==> config.mk <==
export PLATFORM = sky130hd
export DESIGN_NAME = cbfp1_ctrl
export DESIGN_NICKNAME = d
export VERILOG_FILES = /design/src/rtl/cbfp1_ctrl.sv
export SDC_FILE = /design/constraint.sdc
export NUM_CORES = 2
export LEC_CHECK = 0
export ABC_CLOCK_PERIOD_IN_PS = 19300
export CORE_MARGIN = 8
export CORE_UTILIZATION = 48
export CTS_CLUSTER_SIZE = 20
export DETAILED_ROUTE_END_ITERATION = 10
export PLACE_DENSITY = 0.66
export SLEW_MARGIN = 10
export SYNTH_ARGS = -nofsm -noshare
export SYNTH_HDL_FRONTEND = slang
export SYNTH_SLANG_ARGS = --single-unit
==> constraint.sdc <==
create_clock -name clk -period 19.3 [get_ports clk]
set_input_delay 5.79 -clock clk [delete_from_list [all_inputs] [get_ports clk]]
set_output_delay 5.79 -clock clk [all_outputs]
set_load 0.05 [all_outputs]
==> src/rtl/cbfp1_ctrl.sv <==
// -----------------------------------------------------------------------------
// cbfp1_ctrl
//
// Purpose
//   Block exponent controller for a conditional block floating point (CBFP)
//   stage. Complex samples are written into one bank of a two-bank ping-pong
//   buffer while the minimum leading-sign-bit count ("lead") over both
//   components of the block is tracked. When a block's last sample is
//   accepted, that minimum becomes the block exponent and the bank is drained
//   in index order, one sample per cycle, to the downstream shifters.
//
// Parameters
//   INPUT_WIDTH  signed width of each real/imag component (default 25)
//   SHIFT_WIDTH  width of shift_value (default 5)
//   BLOCK_LEN    complex samples per block, power of two >= 2 (default 16)
//
// Ports
//   clk          rising-edge clock
//   rst          synchronous active-high reset
//   in_valid     input sample strobe, no backpressure
//   din_re/im    input sample components
//   out_valid    output sample strobe, BLOCK_LEN contiguous cycles per block
//   dout_re/im   buffered unshifted sample, held while out_valid is low
//   shift_value  block exponent, constant across a block's drain
//   blk_last     high with the final out_valid sample of a block
//   blk_count    (CBFP1_STATS_EN only) wrapping 16-bit count of blk_last
//
// Handshake: in_valid qualifies din_* on the same rising edge; there is no
// ready. out_valid qualifies dout_*, shift_value and blk_last on the same
// cycle; the consumer must take every out_valid sample.
//
// Configuration macro: CBFP1_STATS_EN adds the blk_count output and counter.
// -----------------------------------------------------------------------------
module cbfp1_ctrl #(
    parameter int INPUT_WIDTH = 25,
    parameter int SHIFT_WIDTH = 5,
    parameter int BLOCK_LEN   = 16
) (
    input  logic                   clk,
    input  logic                   rst,
    input  logic                   in_valid,
    input  logic [INPUT_WIDTH-1:0] din_re,
    input  logic [INPUT_WIDTH-1:0] din_im,
    output logic                   out_valid,
    output logic [INPUT_WIDTH-1:0] dout_re,
    output logic [INPUT_WIDTH-1:0] dout_im,
    output logic [SHIFT_WIDTH-1:0] shift_value,
    output logic                   blk_last
`ifdef CBFP1_STATS_EN
    ,
    output logic [15:0]            blk_count
`endif
);

    localparam int IDX_W = (BLOCK_LEN > 1) ? $clog2(BLOCK_LEN) : 1;
    localparam logic [IDX_W-1:0]       LAST_IDX = IDX_W'(BLOCK_LEN - 1);
    localparam logic [SHIFT_WIDTH-1:0] MAX_LEAD = SHIFT_WIDTH'(INPUT_WIDTH - 1);

    typedef enum logic {
        R_IDLE  = 1'b0,
        R_DRAIN = 1'b1
    } rd_state_t;

    // Number of bits below the sign bit that equal the sign bit.
    function automatic logic [SHIFT_WIDTH-1:0] lead(input logic [INPUT_WIDTH-1:0] x);
        int   n;
        logic run;
        n   = 0;
        run = 1'b1;
        for (int i = INPUT_WIDTH - 2; i >= 0; i--) begin
            if (run && (x[i] == x[INPUT_WIDTH-1])) begin
                n = n + 1;
            end else begin
                run = 1'b0;
            end
        end
        return SHIFT_WIDTH'(n);
    endfunction

    function automatic logic [SHIFT_WIDTH-1:0] min2(input logic [SHIFT_WIDTH-1:0] a,
                                                    input logic [SHIFT_WIDTH-1:0] b);
        return (a < b) ? a : b;
    endfunction

    // Ping-pong storage, address = {bank, index}. Contents are not reset.
    logic [INPUT_WIDTH-1:0] mem_re [0:2*BLOCK_LEN-1];
    logic [INPUT_WIDTH-1:0] mem_im [0:2*BLOCK_LEN-1];

    // Write side
    logic [IDX_W-1:0]       wr_idx;
    logic                   wr_bank;
    logic [SHIFT_WIDTH-1:0] blk_min;
    logic [SHIFT_WIDTH-1:0] pend_shift;
    logic [SHIFT_WIDTH-1:0] cand_lead;
    logic [SHIFT_WIDTH-1:0] blk_min_next;
    logic                   drain_start;

    // Read side
    rd_state_t        rd_state, rd_state_n;
    logic [IDX_W-1:0] rd_idx, rd_idx_n;
    logic             rd_bank, rd_bank_n;
    logic             emit;
    logic             emit_last;

    // -------------------------------------------------------------------------
    // Write side: store, track the block minimum, hand the block to the reader
    // -------------------------------------------------------------------------
    always_comb begin
        cand_lead    = min2(lead(din_re), lead(din_im));
        // Sample 0 of a block never inherits the previous block's minimum.
        blk_min_next = (wr_idx == '0) ? cand_lead : min2(blk_min, cand_lead);
        drain_start  = in_valid && (wr_idx == LAST_IDX);
    end

    always_ff @(posedge clk) begin
        if (in_valid) begin
            mem_re[{wr_bank, wr_idx}] <= din_re;
            mem_im[{wr_bank, wr_idx}] <= din_im;
        end
    end

    always_ff @(posedge clk) begin
        if (rst) begin
            wr_idx     <= '0;
            wr_bank    <= 1'b0;
            blk_min    <= MAX_LEAD;
            pend_shift <= '0;
        end else if (in_valid) begin
            wr_idx <= wr_idx + IDX_W'(1);
            if (wr_idx == LAST_IDX) begin
                wr_bank    <= ~wr_bank;
                // Held here until the first output of the drain so that the
                // tail of a back-to-back previous drain keeps its exponent.
                pend_shift <= blk_min_next;
                blk_min    <= MAX_LEAD;
            end else begin
                blk_min <= blk_min_next;
            end
        end
    end

    // -------------------------------------------------------------------------
    // Read FSM
    // -------------------------------------------------------------------------
    always_ff @(posedge clk) begin
        if (rst) begin
            rd_state <= R_IDLE;
            rd_idx   <= '0;
            rd_bank  <= 1'b0;
        end else begin
            rd_state <= rd_state_n;
            rd_idx   <= rd_idx_n;
            rd_bank  <= rd_bank_n;
        end
    end

    always_comb begin
        rd_state_n = rd_state;
        rd_idx_n   = rd_idx;
        rd_bank_n  = rd_bank;
        emit       = 1'b0;
        emit_last  = 1'b0;
        case (rd_state)
            R_IDLE: begin
                if (drain_start) begin
                    rd_state_n = R_DRAIN;
                    rd_idx_n   = '0;
                    rd_bank_n  = wr_bank;
                end
            end
            R_DRAIN: begin
                emit     = 1'b1;
                rd_idx_n = rd_idx + IDX_W'(1);
                if (rd_idx == LAST_IDX) begin
                    emit_last = 1'b1;
                    if (drain_start) begin
                        // Back-to-back: the next block's drain follows directly.
                        rd_idx_n  = '0;
                        rd_bank_n = wr_bank;
                    end else begin
                        rd_state_n = R_IDLE;
                    end
                end
            end
            default: begin
                rd_state_n = R_IDLE;
            end
        endcase
    end

    // Registered outputs: one cycle after the FSM enters R_DRAIN the first
    // sample appears, i.e. one edge after the last input was accepted.
    always_ff @(posedge clk) begin
        if (rst) begin
            out_valid   <= 1'b0;
            blk_last    <= 1'b0;
            dout_re     <= '0;
            dout_im     <= '0;
            shift_value <= '0;
        end else begin
            out_valid <= emit;
            blk_last  <= emit_last;
            if (emit) begin
                dout_re <= mem_re[{rd_bank, rd_idx}];
                dout_im <= mem_im[{rd_bank, rd_idx}];
                if (rd_idx == '0) begin
                    shift_value <= pend_shift;
                end
            end
        end
    end

`ifdef CBFP1_STATS_EN
    always_ff @(posedge clk) begin
        if (rst) begin
            blk_count <= '0;
        end else if (emit_last) begin
            blk_count <= blk_count + 16'd1;
        end
    end
`endif

`ifndef SYNTHESIS
    // Input rate is at most one sample per cycle, so a drain must always have
    // finished (or be on its final index) when the next one starts.
    always_ff @(posedge clk) begin
        if (!rst && drain_start) begin
            assert (rd_state == R_IDLE || rd_idx == LAST_IDX)
            else $error("cbfp1_ctrl: drain start while a drain is in progress");
        end
    end
`endif

endmodule
==> metrics.cfg <==
[die]
die_x_um = 397
core_area_sq_um = 145000
rows = 140
ios = 110
dieHeight_um = 397
die_area_sq_um = 158000
start_util_pct = 48.1

[critical_path]
critical_path_buf_inv_count = 5
r2r_end = dout_im[7]
reg2reg_from = rd_idx[0]
critPathRequiredTime_ps = 19920
r2r_slack_ps = 13370
end_kind = register
rr_worst_depth = 8
start_kind = primary input
crit_top_cell = ha_1
critPathLaunch = din_im[21]
critPathSlowestCell = clkdlybuf4s50_1
worstPathArrival_ps = 19160
slowest_delay_ps = 550
critPathKind = in -> reg
crit_fanout = 7
cpLargestDelayFamily = compound AO/OA/AOI/OAI gates
path_depth = 72

[min_path]
hp-start = dout_im[9]
min_to = dout_im[9]
hold_class = reg -> reg
holdPathStages = 2

[logic_synthesis]
async_flop_share_pct = 0
synth_most_common_cell = edfxtp_1
synthTopCellsByCount = edfxtp_1, mux4_2, nor2_1, nand2_1, clkbuf_1
synth_area_leaders = edfxtp_1, mux4_2, dfxtp_1, mux2i_1, nor2_1
ys.flop_type = edfxtp_1
synth_nets = 3696
synth_area_leader_cell = edfxtp_1
yosys_warnings = 0
syn-cell-area_sq_um = 69700
syn_avg_cell_area_sq_um = 19.4
synth.yosys.seq_area_share_pct = 71.2
synth-edff-count = 1600
ys_seq_elements = 1678
synth_cell_types = 94
synth_top_area_share_pct = 68.9
synthCells = 3586

[drt]
wl_um = 172000
ant_nets = 0
dr.pass1.iters = 5
vias = 35700
drc = 0
drt-initial-drc-count = 4367
viasPerCell = 6.11
wl_per_cell_um = 29.5

[clock_tree]
clk_pin_slew_worst_paths_ps = 60
worstSkewPairLatency_ps = 780
cts.sinks = 1678
tritoncts = done
clockBufferDepth = 3
cts_buffers = 166
htree_levels = 4
root_buffer = clkbuf_16
holdBufCountCts = 0

[sta]
finalCritPeriodShare_pct = 96.0
period_minus_slack_ps = 18540
hold_violations = 0
layout_setup_ws_ps = 764
finalMaxSlewViolations = 0
skew_ps = 38.3
max-slew-margin-rel_pct = 15.8
finalSetupViolCount = 0
tightest_slew_ps = 1260
max_freq_mhz = 54.0

[final_layout]
nets = 3901
stdcell_area_sq_um = 78900
fin_util_pct = 54.5
area_growth_pct = 13.3
drive_gt1_share_pct = 24.5

[global_route]
grt_start_max_net_pins = 150
antenna_found_initial = 5
grt_pass1_wl_um = 248000
grt_pass1_vias = 36000
grt_util_all_layers_pct = 21.6
grt.overflow.total = 0

[flow_run]
maxCapViolCount = 0

[place]
place_congestion = 0.871
place_ws_ps = -207
port-buffer-count = 109
dpl.hpwl_um = 91100
dpl_cell_area_sq_um = 73600

[outcome]
status = complete, no violations

[pwr]
p_leak_nw = 24.0
powerDensity_nw_per_um2 = 93.5
max-vdd-ir-drop_mv = 0.0708
p_total_w = 0.00738

-- final cells by class --
cell class	instances	area, sq um
fill	10900	65900
multi-input combinational	1677	19500
clock inverter	78	748
clock buffer	220	4480
inverter	42	158
tap	1917	2400
timing repair buffer	226	2020
antenna	2	5.00
sequential	1678	49600
-- routing by layer --
metal  global-route usage, %  routed length [um]  part of all wire (%)  vias to the layer above
met5                       0                   0                     0                        -
met4                    6.27                4660                   2.7                        0
met3                    4.14               13300                   7.7                      269
met2                    34.7               82700                    48                     1394
met1                    30.4               71400                    41                    18900
li1                        -                   -                     -                    15200
-- where the power goes --
| part | total (W) | internal, W | switching, W |
|---|---|---|---|
| clock | 0.00311 | 0.00177 | 0.00134 |
| combinational | 0.000259 | 0.0000879 | 0.000172 |
| sequential | 0.00401 | 0.00401 | 0.00000516 |
-- placed cells by master (no fill, tap or decap), types with 9 or more instances in the layout --
master	synthesis	layout
edfxtp_1	1600	1600
mux4_2	500	500
clkbuf_16	0	168
nor2_1	199	167
nand2_1	140	140
buf_4	1	113
clkdlybuf4s50_1	0	100
mux2i_1	86	83
dfxtp_1	78	72
a21oi_1	72	70
ha_1	57	57
o21ai_0	58	54
a211oi_1	55	54
xnor2_1	49	49
nand3_1	44	44
clkbuf_1	139	44
inv_1	42	42
xor2_1	39	39
clkinv_1	0	36
nor3_1	33	33
nor2_4	0	32
and2_1	25	25
nand2b_1	22	22
or3_1	20	20
mux2_2	18	18
clkinv_2	0	18
o22ai_1	16	16
and3_1	16	16
nor2b_1	15	15
a31oi_1	15	15
a21o_1	14	14
or2_2	12	12
nand4_1	12	12
bufinv_16	0	10
a22oi_1	9	9
o211ai_1	9	9
-- logic make-up after synthesis --
kind of cell | synth area share, %
XOR/XNOR | 1.68
AND/OR/NAND/NOR | 3.99
buffers and inverters | 1.29
AO/OA/AOI/OAI | 3.03
multiplexers | 17.7
adder cells (fa/ha/maj) | 1.12
flip-flops | 71.2
-- worst min-delay path, cell delays in order (launching register included) --
cell and delay [ps]:
dfxtp_1 310, nor2_1 80, a211oi_1 50
-- state kept, by name, indices dropped and copies added, names as in the netlist --
register / cells
rd_bank: 1
blk_last: 1
shift_value: 5
wr_bank: 1
mem_re: 800
blk_min: 5
rd_idx: 4
dout_im: 25
mem_im: 800
wr_idx: 4
pend_shift: 5
out_valid: 1
dout_re: 25
rd_state: 1
-- worst max path at each step --
stage                     to  slack [ps]
3_3_place_gp   pend_shift[2]         100
6_report       pend_shift[2]         760
3_5_place_dp   pend_shift[2]        -210
5_1_grt        pend_shift[2]         -20
4_1_cts        pend_shift[2]         560
2_1_floorplan  pend_shift[2]         460
-- through the flow --
| stage | hold slack [ps] | cells | TNS (ps) |
|---|---|---|---|
| 6_report | 482 | 5840 | 0 |
| 4_1_cts | 486 | 5835 | 0 |
| 5_1_grt | 502 | 5839 | -18.8 |
| 3_5_place_dp | 478 | 5537 | -1210 |
| 3_3_place_gp | 472 | 5537 | 0 |
| 2_1_floorplan | 436 | 3586 | 0 |
-- what timing repair did --
action,4_1_cts,5_1_grt
gates resized for setup,0,20
setup endpoints to repair,0,10
setup buffers,0,3
endpoints found under the hold margin,0,0
Note: power is estimated with default switching activity, not from simulation.
